## src/rtl/alu_arbiter_pkg.sv

```systemverilog
// alu_arbiter_pkg: ALU opcode constants shared by the arbiter and its ALU
package alu_arbiter_pkg;
    localparam logic [2:0] OP_ADD = 3'b000;
    localparam logic [2:0] OP_SUB = 3'b001;
endpackage

```

## src/rtl/alu_arbiter_alu.sv

```systemverilog
// alu_arbiter_alu: combinational add/sub, result truncated to WIDTH, unknown opcodes give zero
module alu_arbiter_alu
    import alu_arbiter_pkg::*;
#(
    parameter int WIDTH = 8
) (
    input  logic [WIDTH-1:0] a_i,
    input  logic [WIDTH-1:0] b_i,
    input  logic [2:0]       op_i,
    output logic [WIDTH-1:0] res_o
);
    assign res_o = (op_i == OP_ADD) ? a_i + b_i :
                   (op_i == OP_SUB) ? a_i - b_i : '0;
endmodule

```

## src/rtl/alu_arbiter.sv

```systemverilog
// alu_arbiter: round-robin arbitration of two requesters onto one ALU, one transaction in flight
module alu_arbiter
    import alu_arbiter_pkg::*;
#(
    parameter int WIDTH = 8
) (
    input  logic             clk_i,
    input  logic             rst_i,
    input  logic             req0_valid_i,
    input  logic [WIDTH-1:0] req0_a_i,
    input  logic [WIDTH-1:0] req0_b_i,
    input  logic [2:0]       req0_op_i,
    output logic             req0_ready_o,
    input  logic             req1_valid_i,
    input  logic [WIDTH-1:0] req1_a_i,
    input  logic [WIDTH-1:0] req1_b_i,
    input  logic [2:0]       req1_op_i,
    output logic             req1_ready_o,
    output logic             rsp_valid_o,
    output logic             rsp_id_o,
    output logic [WIDTH-1:0] rsp_res_o,
    input  logic             rsp_ready_i,
    output logic             busy_o,
    output logic [15:0]      done_cnt_o
);
    localparam logic [1:0] IDLE = 2'd0;
    localparam logic [1:0] EXEC = 2'd1;
    localparam logic [1:0] RESP = 2'd2;

    logic [1:0]       r_state;
    logic             r_last;
    logic             r_id;
    logic [WIDTH-1:0] r_a;
    logic [WIDTH-1:0] r_b;
    logic [2:0]       r_op;
    logic [WIDTH-1:0] r_res;
    logic [15:0]      r_done_cnt;
    logic             w_idle;
    logic             w_gnt0;
    logic             w_gnt1;
    logic [WIDTH-1:0] w_res;

    // On a tie the requester that did not own the last response wins
    assign w_idle       = (r_state == IDLE) && !rst_i;
    assign w_gnt0       = req0_valid_i && (!req1_valid_i || r_last);
    assign w_gnt1       = req1_valid_i && (!req0_valid_i || !r_last);
    assign req0_ready_o = w_idle && w_gnt0;
    assign req1_ready_o = w_idle && w_gnt1;
    assign rsp_valid_o  = (r_state == RESP);
    assign rsp_id_o     = r_id;
    assign rsp_res_o    = r_res;
    assign busy_o       = (r_state != IDLE);
    assign done_cnt_o   = r_done_cnt;

    alu_arbiter_alu #(.WIDTH(WIDTH)) u_alu (
        .a_i  (r_a),
        .b_i  (r_b),
        .op_i (r_op),
        .res_o(w_res)
    );

    always_ff @(posedge clk_i) begin
        if (rst_i) begin
            r_state    <= IDLE;
            r_last     <= 1'b1;
            r_id       <= 1'b0;
            r_res      <= '0;
            r_done_cnt <= '0;
        end else begin
            case (r_state)
                IDLE: if (req0_ready_o || req1_ready_o) begin
                    r_state <= EXEC;
                    r_id    <= req1_ready_o;
                    r_a     <= req1_ready_o ? req1_a_i : req0_a_i;
                    r_b     <= req1_ready_o ? req1_b_i : req0_b_i;
                    r_op    <= req1_ready_o ? req1_op_i : req0_op_i;
                end
                EXEC: begin
                    r_res   <= w_res;
                    r_state <= RESP;
                end
                RESP: if (rsp_ready_i) begin
                    r_state    <= IDLE;
                    r_last     <= r_id;
                    r_done_cnt <= r_done_cnt + 16'd1;
                end
                default: r_state <= IDLE;
            endcase
        end
    end
endmodule

```

## config.mk

```make
export PLATFORM = sky130hd
export DESIGN_NAME = alu_arbiter
export DESIGN_NICKNAME = d
export VERILOG_FILES = /design/src/rtl/alu_arbiter_pkg.sv /design/src/rtl/alu_arbiter_alu.sv /design/src/rtl/alu_arbiter.sv
export SDC_FILE = /design/constraint.sdc
export NUM_CORES = 1
export LEC_CHECK = 0
export CAP_MARGIN = 20
export CORE_MARGIN = 3
export CORE_UTILIZATION = 38
export DETAILED_ROUTE_END_ITERATION = 8
export PLACE_DENSITY = 0.75
export RECOVER_POWER = 100
export SYNTH_ARGS = -nofsm -noshare
export SYNTH_HDL_FRONTEND = slang
export SYNTH_SLANG_ARGS = --single-unit
```

## constraint.sdc

```tcl
create_clock -name clk_i -period 2.8 [get_ports clk_i]
set_clock_uncertainty 0.2 [all_clocks]
set_input_delay 0.56 -clock clk_i [delete_from_list [all_inputs] [get_ports clk_i]]
set_output_delay 0.56 -clock clk_i [all_outputs]
set_load 0.01 [all_outputs]
```

== After elaboration in Yosys (flattened, before gate mapping) ==
Index checks and enable logic that the tools add are counted.

* Reduce and logical (&&, ||, !) cells: 19
* Equality and inequality tests: 5
* Multiplexer cells: 8
* Bitwise operators: 1
* Add/subtract/negate cells: 3

{| class="wikitable"
|+ Operators with widths
! operator !! number
|-
| 2-to-1 mux 8 bit || 4
|-
| adder 16 x 1 -> 16 bit, second input constant || 1
|-
| adder 8 bit || 1
|-
| subtractor 8 bit || 1
|-
| case mux 2 bit (3 select lines) || 1
|-
| AND reduction 2 bit || 3
|-
| logical AND 1 bit || 5
|-
| zero test 1 bit || 4
|-
| 2-to-1 mux 2 bit || 2
|-
| inequality test 2 x 1 -> 1 bit, second input constant || 2
|-
| == test 3 x 1 -> 1 bit, second input constant || 1
|-
| zero test 3 bit || 1
|-
| logical OR 1 bit || 3
|-
| 2-to-1 mux 3 bit || 1
|-
| AND reduction 3 bit || 1
|-
| == test 2 x 1 -> 1 bit, second input constant || 1
|-
| == test 2 bit, second input constant || 1
|-
| zero test 2 bit || 1
|-
| nonzero test 2 bit || 1
|-
| NOT 1 bit || 1
|}

* Bits in registers: 47
* Input bits: 43
* Output and inout port bits: 29
* Logic and storage cells: 44

== Logic depth before layout (Yosys ltp) ==
Gate-level depths: netlist of run 1.

* Word-level depth: 7
* Depth in mapped cells: 8
* Gate-level depth less buffers: 8

== By module ==
A second synthesis of run 1 with hierarchy kept.

* Cells, all modules: 278
* Area, all modules: 2708.8 um^2

{| class="wikitable"
|+ Modules (own cells, without submodules)
! module !! cells an instance !! sequential area each (um^2) !! instances !! area each (um^2)
|-
| alu_arbiter || 187 || 1131.1 || 1 || 2020.7
|-
| alu_arbiter_alu || 91 || 0.0 || 1 || 688.2
|}

== Worst setup path after synthesis of run 1 ==
Ideal clock, no wire load.

* Path type: flip-flop to flip-flop
* Start point: register r_a[0]
* End point: register r_res[4], in the netlist rsp_res_o[4]
* Setup time: 122 ps
* Clock period less this slack: 2225 ps
* Slack: 575 ps
* Required time: 2478 ps
* Buffers on the path: 0
* Arrival: 1903 ps
* Cell stages (with the launch flop): 9
* Cells stage by stage: edfxtp_1 > ha_1 > inv_1 > fa_1 > o21ba_1 > nor2b_1 > a211o_1 > and3_1 > a311o_1

* Cells in the longest elaborated chain, start to end: 3
* Elaborated cells on any way between the ends: 4
* Classes of those cells: 2 x add/sub; 2 x mux

{| class="wikitable"
|+ RTL lines
! what !! RTL line !! RTL
|-
| start: declaration || alu_arbiter.sv:33 || <nowiki>logic [WIDTH-1:0] r_a;</nowiki>
|-
| start signal: assignment || alu_arbiter.sv:74 || <nowiki>r_a <= req1_ready_o ? req1_a_i : req0_a_i;</nowiki>
|-
| subtractor 8 bit || alu_arbiter_alu.sv:13 || <nowiki>(op_i == OP_SUB) ? a_i - b_i : '0;</nowiki>
|-
| 2-to-1 mux 8 bit || alu_arbiter_alu.sv:13 ||
|-
| 2-to-1 mux 8 bit * || alu_arbiter_alu.sv:12 || <nowiki>assign res_o = (op_i == OP_ADD) ? a_i + b_i :</nowiki>
|-
| end signal: assignment || alu_arbiter.sv:79 || <nowiki>r_res <= w_res;</nowiki>
|-
| end: declaration || alu_arbiter.sv:36 || <nowiki>logic [WIDTH-1:0] r_res;</nowiki>
|}

Every way passes the cells marked *; elsewhere a longest branch is shown, timed or not.
A chain may end at the register's enable or synchronous reset.

== Worst setup path in the final report of run 1 ==
* Start point: input rst_i
* End point: output req1_ready_o

* Cells in the longest elaborated chain, start to end: 3

{| class="wikitable"
|+ RTL lines
! what !! RTL line !! RTL
|-
| start: declaration || alu_arbiter.sv:8 || <nowiki>input logic rst_i,</nowiki>
|-
| zero test 1 bit || alu_arbiter.sv:44 || <nowiki>assign w_idle = (r_state == IDLE) && !rst_i;</nowiki>
|-
| logical AND 1 bit || alu_arbiter.sv:44 ||
|-
| logical AND 1 bit || alu_arbiter.sv:48 || <nowiki>assign req1_ready_o = w_idle && w_gnt1;</nowiki>
|-
| end: declaration || alu_arbiter.sv:18 || <nowiki>output logic req1_ready_o,</nowiki>
|}

No other way between the ends.

==> impl_metrics.toml, run 1 <==
[cts]
ctsResizeCount = 0
holdBufCountCts = 0
cts-htree-levels = 2
clkLatencyLatePin_ns = 0.31
cts-root-buf = "clkbuf_8"
clock_path_buffers = 2
clk_pin_slew_worst_paths_ns = 0.10
cts_buffers = 5
clock_sinks = 47
cts_tree = "yes"
post_cts_buffers = 0

[timing]
hold_viol = 0
setup_viol = 0
slew_violations = 0
fin_setup_tns_ns = 0
post-route-period-util_pct = 96.86
timing.slew.headroom_pct = 59.05
finalCriticalPeriod_ns = 2.712
rsz0062_at_grt = "false"
fmax_mhz = 368.7
worst_slew_pin_slew_ns = 0.6087

[status]
outcome = "finished, final reports clean"

[power]
net-switching-power_w = 0.0004578
pwr-share-comb_pct = 21.7
p_int_w = 0.001280
switching_share_pct = 26.34
p_clk_share_pct = 33.2
powerDensity_nw_per_um2 = 475.0
irDropWorstVdd_mv = 0.2084
p_leak_nw = 1.489
seq_power_share_pct = 45.0

[grt]
met1_usage_pct = 20.44
grtUsageMet3_pct = 3.083
grt_overflow = 0
grt_max_degree = 25
grt_use_total_pct = 15.07
grt_pass1_wl_um = 10080
grt_pass1_vias = 2103
top_usage_layer = "met2"
met2_usage_pct = 23.97
antenna_found_initial = 0

[floorplanning]
initial_core_util_pct = 39.56
pin_count = 72
rows = 30
die_area_um2 = 8202
die_w_um = 90.57
die_height_um = 90.57
core_um2 = 6869

[synthesis]
avgSynthCellArea_um2 = 9.882
yosysMostFrequentCell = "nor2_1"
syn-cell-area_um2 = 2718
syn_nets = 335
synth_commonest_cells = "32 x nor2_1, 28 x dfxtp_1, 19 x edfxtp_1, 19 x mux2_2, 17 x inv_1"
ys_warn_count = 0
yosys_register_bits = 47
synthFlopType = "dfxtp_1"
netlist.area_leader.share_pct = 20.99
ys_top_cells_by_area = "edfxtp_1 21%, dfxtp_1 21%, mux2_2 7.9%"
synth_enable_flop_cells = 19
synth.yosys.seq_area_share_pct = 41.62
netlist-cell-type-count = 53
synthCells = 275
synth_area_leader_cell = "edfxtp_1"
synthArstFlopShare_pct = 0

[worst_setup_path]
slowest_delay_ns = 0.54
cpMostUsedCell = "clkdlybuf4s50_1"
crit_type = "in2out"
crit_chain = "clkdlybuf4s50_1 > nor2_1 > nand3_1 > inv_1 > clkdlybuf4s50_1"
worstSetupEndpointType = "primary output"
worstSetupStartpointType = "input pin"
critPathBufInv = 3
crit_arrival_ns = 1.95
cp_slowest_cell = "clkdlybuf4s50_1"
path_max_fanout = 2
critPathRequiredTime_ns = 2.04
cp_top_family = "buffers and inverters"

[final_layout]
fin_nets = 408
drive_above_1_share_pct = 10.60
area.growth.synth_to_final_pct = 34.67
utilization_pct = 53.28
diodes = 0

[flow_run]
maxCapViolCount = 0

[drt]
vias_per_cell = 5.034
wl_um = 6104
initialDrtViolationCount = 143
dr.pass1.iters = 4
drc = 0
antenna_left = 0
routedWlPerCell_um = 13.72
vias = 2240

[placement]
placement.io_buffers = 71
dp_hpwl_um = 4709
gp_congestion = 0.9196

[min_path]
min_path_type = "reg2reg"
-- power groups by stage --
stage	combinational (W)	clock (W)	sequential, W
4_1_cts	0.000386	0.000584	0.000784
6_report	0.000378	0.000577	0.000783
3_3_place_gp	0.000378	0	0.000797
2_1_floorplan	0.000237	0	0.000795
5_1_grt	0.000418	0.000609	0.000789
3_5_place_dp	0.000383	0	0.000800
-- logic make-up (layout without fill, tap and decap cells) --
family,count (synthesis),count (layout),synth area share [%]
DFF,47,47,41.62
AOI/OAI and AO/OA,48,48,12.48
adders and majority gates,17,17,8.379
and+or+nand+nor,96,96,18.69
muxes,24,24,9.715
buffers and inverters,27,101,3.959
xor gates and xnor gates,16,16,5.156
-- layout make-up --
class / count / area [um^2]
Clock buffer: 6 / 93.84
Clock inverter: 2 / 41.29
Fill cell: 589 / 3209
Inverter: 17 / 63.81
Multi-Input combinational cell: 201 / 1468
Sequential cell: 47 / 1131
Tap cell: 96 / 120.1
Timing Repair Buffer: 76 / 742.0
-- tightest hold or removal path, stage by stage (launching register included) --
cell and delay (ns):
dfxtp_1 0.34, a21oi_1 0.06, nor2_1 0.07
-- sequential cells by signal, indices dropped and copies added (netlist names) --
register,flops
rsp_id_o,1
rsp_res_o,8
r_op,3
r_a,8
r_last,1
r_b,8
done_cnt_o,16
r_state,2
-- worst paths after layout --
kind	slack (ns)	depth (start not counted)	start	end
setup / recovery	0.09	5	rst_i	req1_ready_o
hold reg to reg	0.29	2	rsp_res_o[0]	rsp_res_o[0]
setup reg to reg	0.40	8	r_b[0]	rsp_res_o[4]
hold / removal	0.29	2	rsp_res_o[0]	rsp_res_o[0]
-- metrics by stage --
| step | power (W) | instances | worst slack (ns) | cell area, um^2 | hold slack (ns) |
|---|---|---|---|---|---|
| floorplan | 0.001032 | 275 | 0.5747 | 2718 | 0.2551 |
| global placement | 0.001176 | 437 | 0.08087 | 3542 | 0.2810 |
| detailed placement | 0.001183 | 437 | 0.09875 | 3542 | 0.2806 |
| CTS | 0.001754 | 445 | 0.08203 | 3677 | 0.3042 |
| global route | 0.001817 | 445 | 0.01031 | 3660 | 0.3364 |
| finish | 0.001738 | 445 | 0.08795 | 3660 | 0.2926 |
-- layout by cell type (no fill, tap or decap), types with 3 or more instances in the layout --
cell type,Yosys,routed
dlygate4sd3_1,0,27
nand2_1,11,11
inv_1,17,17
o21a_1,3,3
and3_1,6,6
buf_4,0,3
mux2_2,19,19
xnor2_1,6,6
nor2_1,32,32
a21oi_1,10,10
xor2_1,10,10
dfxtp_1,28,28
edfxtp_1,19,19
clkbuf_8,0,5
nor3_1,3,3
nor2b_1,7,7
o31a_1,4,4
o21ai_0,10,10
ha_1,15,15
nor4_1,6,7
nand4_1,5,5
mux2i_1,5,5
clkdlybuf4s50_1,0,44
nand2b_1,3,3
nand3_1,9,9
-- per-layer routing --
| layer | vias up | share of wire, % |
|---|---|---|
| li1 | 1136 | - |
| met1 | 1034 | 47 |
| met2 | 64 | 46 |
| met3 | 6 | 5.1 |
| met4 | 0 | 1.5 |
| met5 | - | 0 |
(Power assumes the default switching activity.)
==> run 2, diff against run 1 <==
--- a/config.mk
+++ b/config.mk
@@ -7,10 +7,11 @@
 export LEC_CHECK = 0
 export CAP_MARGIN = 20
 export CORE_MARGIN = 3
-export CORE_UTILIZATION = 38
+export CORE_UTILIZATION = 40
 export DETAILED_ROUTE_END_ITERATION = 8
-export PLACE_DENSITY = 0.75
+export PLACE_DENSITY = 0.78
 export RECOVER_POWER = 100
 export SYNTH_ARGS = -nofsm -noshare
 export SYNTH_HDL_FRONTEND = slang
 export SYNTH_SLANG_ARGS = --single-unit
+export TNS_END_PERCENT = 10
==> impl_metrics.toml, run 2 (same netlist as run 1, synthesis figures left out) <==
[status]
outcome = "finished, final reports clean"

[worst_setup_path]
r2r-start = "r_a[0]"
reg2reg_slack_ns = 0.43
crit_type = "in2out"
crit_chain = "clkdlybuf4s50_1 > nor2_1 > nand3_1 > inv_1 > clkdlybuf4s50_1"
worstSetupEndpointType = "primary output"
crit_arrival_ns = 1.99
cp_slowest_cell = "clkdlybuf4s50_1"
cpMostUsedCell = "clkdlybuf4s50_1"
r2r_end = "rsp_res_o[4]"
critPathBufInv = 3
critPathRequiredTime_ns = 2.04
cp_top_family = "buffers and inverters"
slowest_delay_ns = 0.54
reg2reg_depth = 8
path_max_fanout = 2
worstSetupStartpointType = "input pin"

[final_layout]
largest_reg_flops = 16
fill_cells = 590
area.growth.synth_to_final_pct = 32.69
drive_above_1_share_pct = 10.63
fin_nets = 407
utilization_pct = 55.83
post-route-cell-area_um2 = 3606
diodes = 0
final_cell_mix = "43 x clkdlybuf4s50_1, 32 x nor2_1, 28 x dfxtp_1, 28 x dlygate4sd3_1"
final_common_cell = "clkdlybuf4s50_1"

[cts]
holdBufCountCts = 0
clock_path_buffers = 2
cts-htree-levels = 2
ctsResizeCount = 0
clkLatencyLatePin_ns = 0.31
clk_pin_slew_worst_paths_ns = 0.09
cts_buffers = 5
cts_tree = "yes"
post_cts_buffers = 0
clock_sinks = 47
cts-root-buf = "clkbuf_8"

[grt]
grt_pass1_vias = 2233
antenna_found_initial = 0
grt_pass1_wl_um = 10440
grt_overflow = 0
grt_use_total_pct = 17.20
grt_max_degree = 25

[power]
irDropWorstVdd_mv = 0.2832
p_clk_share_pct = 29.0
powerDensity_nw_per_um2 = 455.5
p_leak_nw = 1.479
net-switching-power_w = 0.0004553
p_int_w = 0.001187
seq_power_share_pct = 47.6
switching_share_pct = 27.72
pwr-share-comb_pct = 23.4

[placement]
gp_congestion = 0.9381
placed_cell_area_um2 = 3511
placement.io_buffers = 71
dp_hpwl_um = 4856
pre_cts_slack_ns = 0.06231

[timing]
finalCriticalPeriod_ns = 2.747
setup_viol = 0
timing.slew.headroom_pct = 55.38
fin_setup_tns_ns = 0
hold_viol = 0
fmax_mhz = 364.0
rsz0062_at_grt = "false"
timing.hold.ws_ns = 0.3058
worst_slew_pin_slew_ns = 0.6632
post-route-period-util_pct = 98.11
slew_violations = 0
setup_ws_ns = 0.05296

[min_path]
worstHoldStart = "rsp_res_o[0]"
hold_depth = 2
min_to = "rsp_res_o[0]"
min_path_type = "reg2reg"

[floorplanning]
core_um2 = 6459
die_height_um = 88.43
pin_count = 72
die_w_um = 88.43
die_area_um2 = 7819
rows = 29
initial_core_util_pct = 42.08

[drt]
dr.pass1.iters = 4
initialDrtViolationCount = 120
vias = 2264
routedWlPerCell_um = 15.33
antenna_left = 0
vias_per_cell = 5.327
drc = 0
wl_um = 6514

[flow_run]
maxCapViolCount = 0
[run 2: routing by layer]
layer / up-vias / GRT usage (%) / wire length, um
li1: 1121 / - / -
met1: 1084 / 20.59 / 2662
met2: 53 / 30.73 / 3453
met3: 6 / 4.190 / 329
met4: 0 / 4.670 / 69
met5: - / 0 / 0
[run 2: power by group through the flow]
| stage | clock [W] | combinational [W] | sequential [W] |
|---|---|---|---|
| 2_1_floorplan | 0 | 0.000237 | 0.000795 |
| 3_3_place_gp | 0 | 0.000378 | 0.000797 |
| 3_5_place_dp | 0 | 0.000387 | 0.000798 |
| 4_1_cts | 0.000482 | 0.000391 | 0.000783 |
| 5_1_grt | 0.000509 | 0.000422 | 0.000788 |
| 6_report | 0.000476 | 0.000384 | 0.000783 |
[run 2: cell type report]
type                    instances  area [um^2]  share of cell area (%)
multi-input cells             201         1468                   40.70
flip-flops and latches         47         1131                   31.37
repair buffers                 75        738.2                   20.47
well taps                      77        96.34                   2.672
clock buffers                   6        93.84                   2.602
inverters                      17        63.81                   1.770
clock inverters                 2        15.01                  0.4164
[run 2: worst min-delay path: cells and delay by family, from the launching register on]
kind               cells  cell delay (ns)
DFF                    1             0.34
and+or+nand+nor        1             0.08
AOI/OAI and AO/OA      1             0.06
[run 2: per-stage QoR]
step	cells	power, W
global placement	417	0.001175
floorplan	275	0.001032
finish	425	0.001643
detailed placement	417	0.001185
CTS	425	0.001655
global route	425	0.001719
[run 2: worst max path at each step]
stage            from      endpoint  slack, ns  cells after the start
4_1_cts         rst_i  req1_ready_o       0.05                      5
3_5_place_dp    rst_i  req1_ready_o       0.06                      5
3_3_place_gp    rst_i  req1_ready_o       0.09                      5
2_1_floorplan  r_a[0]  rsp_res_o[4]       0.57                      8
6_report        rst_i  req1_ready_o       0.05                      5
5_1_grt         rst_i  req0_ready_o      0.001                      5
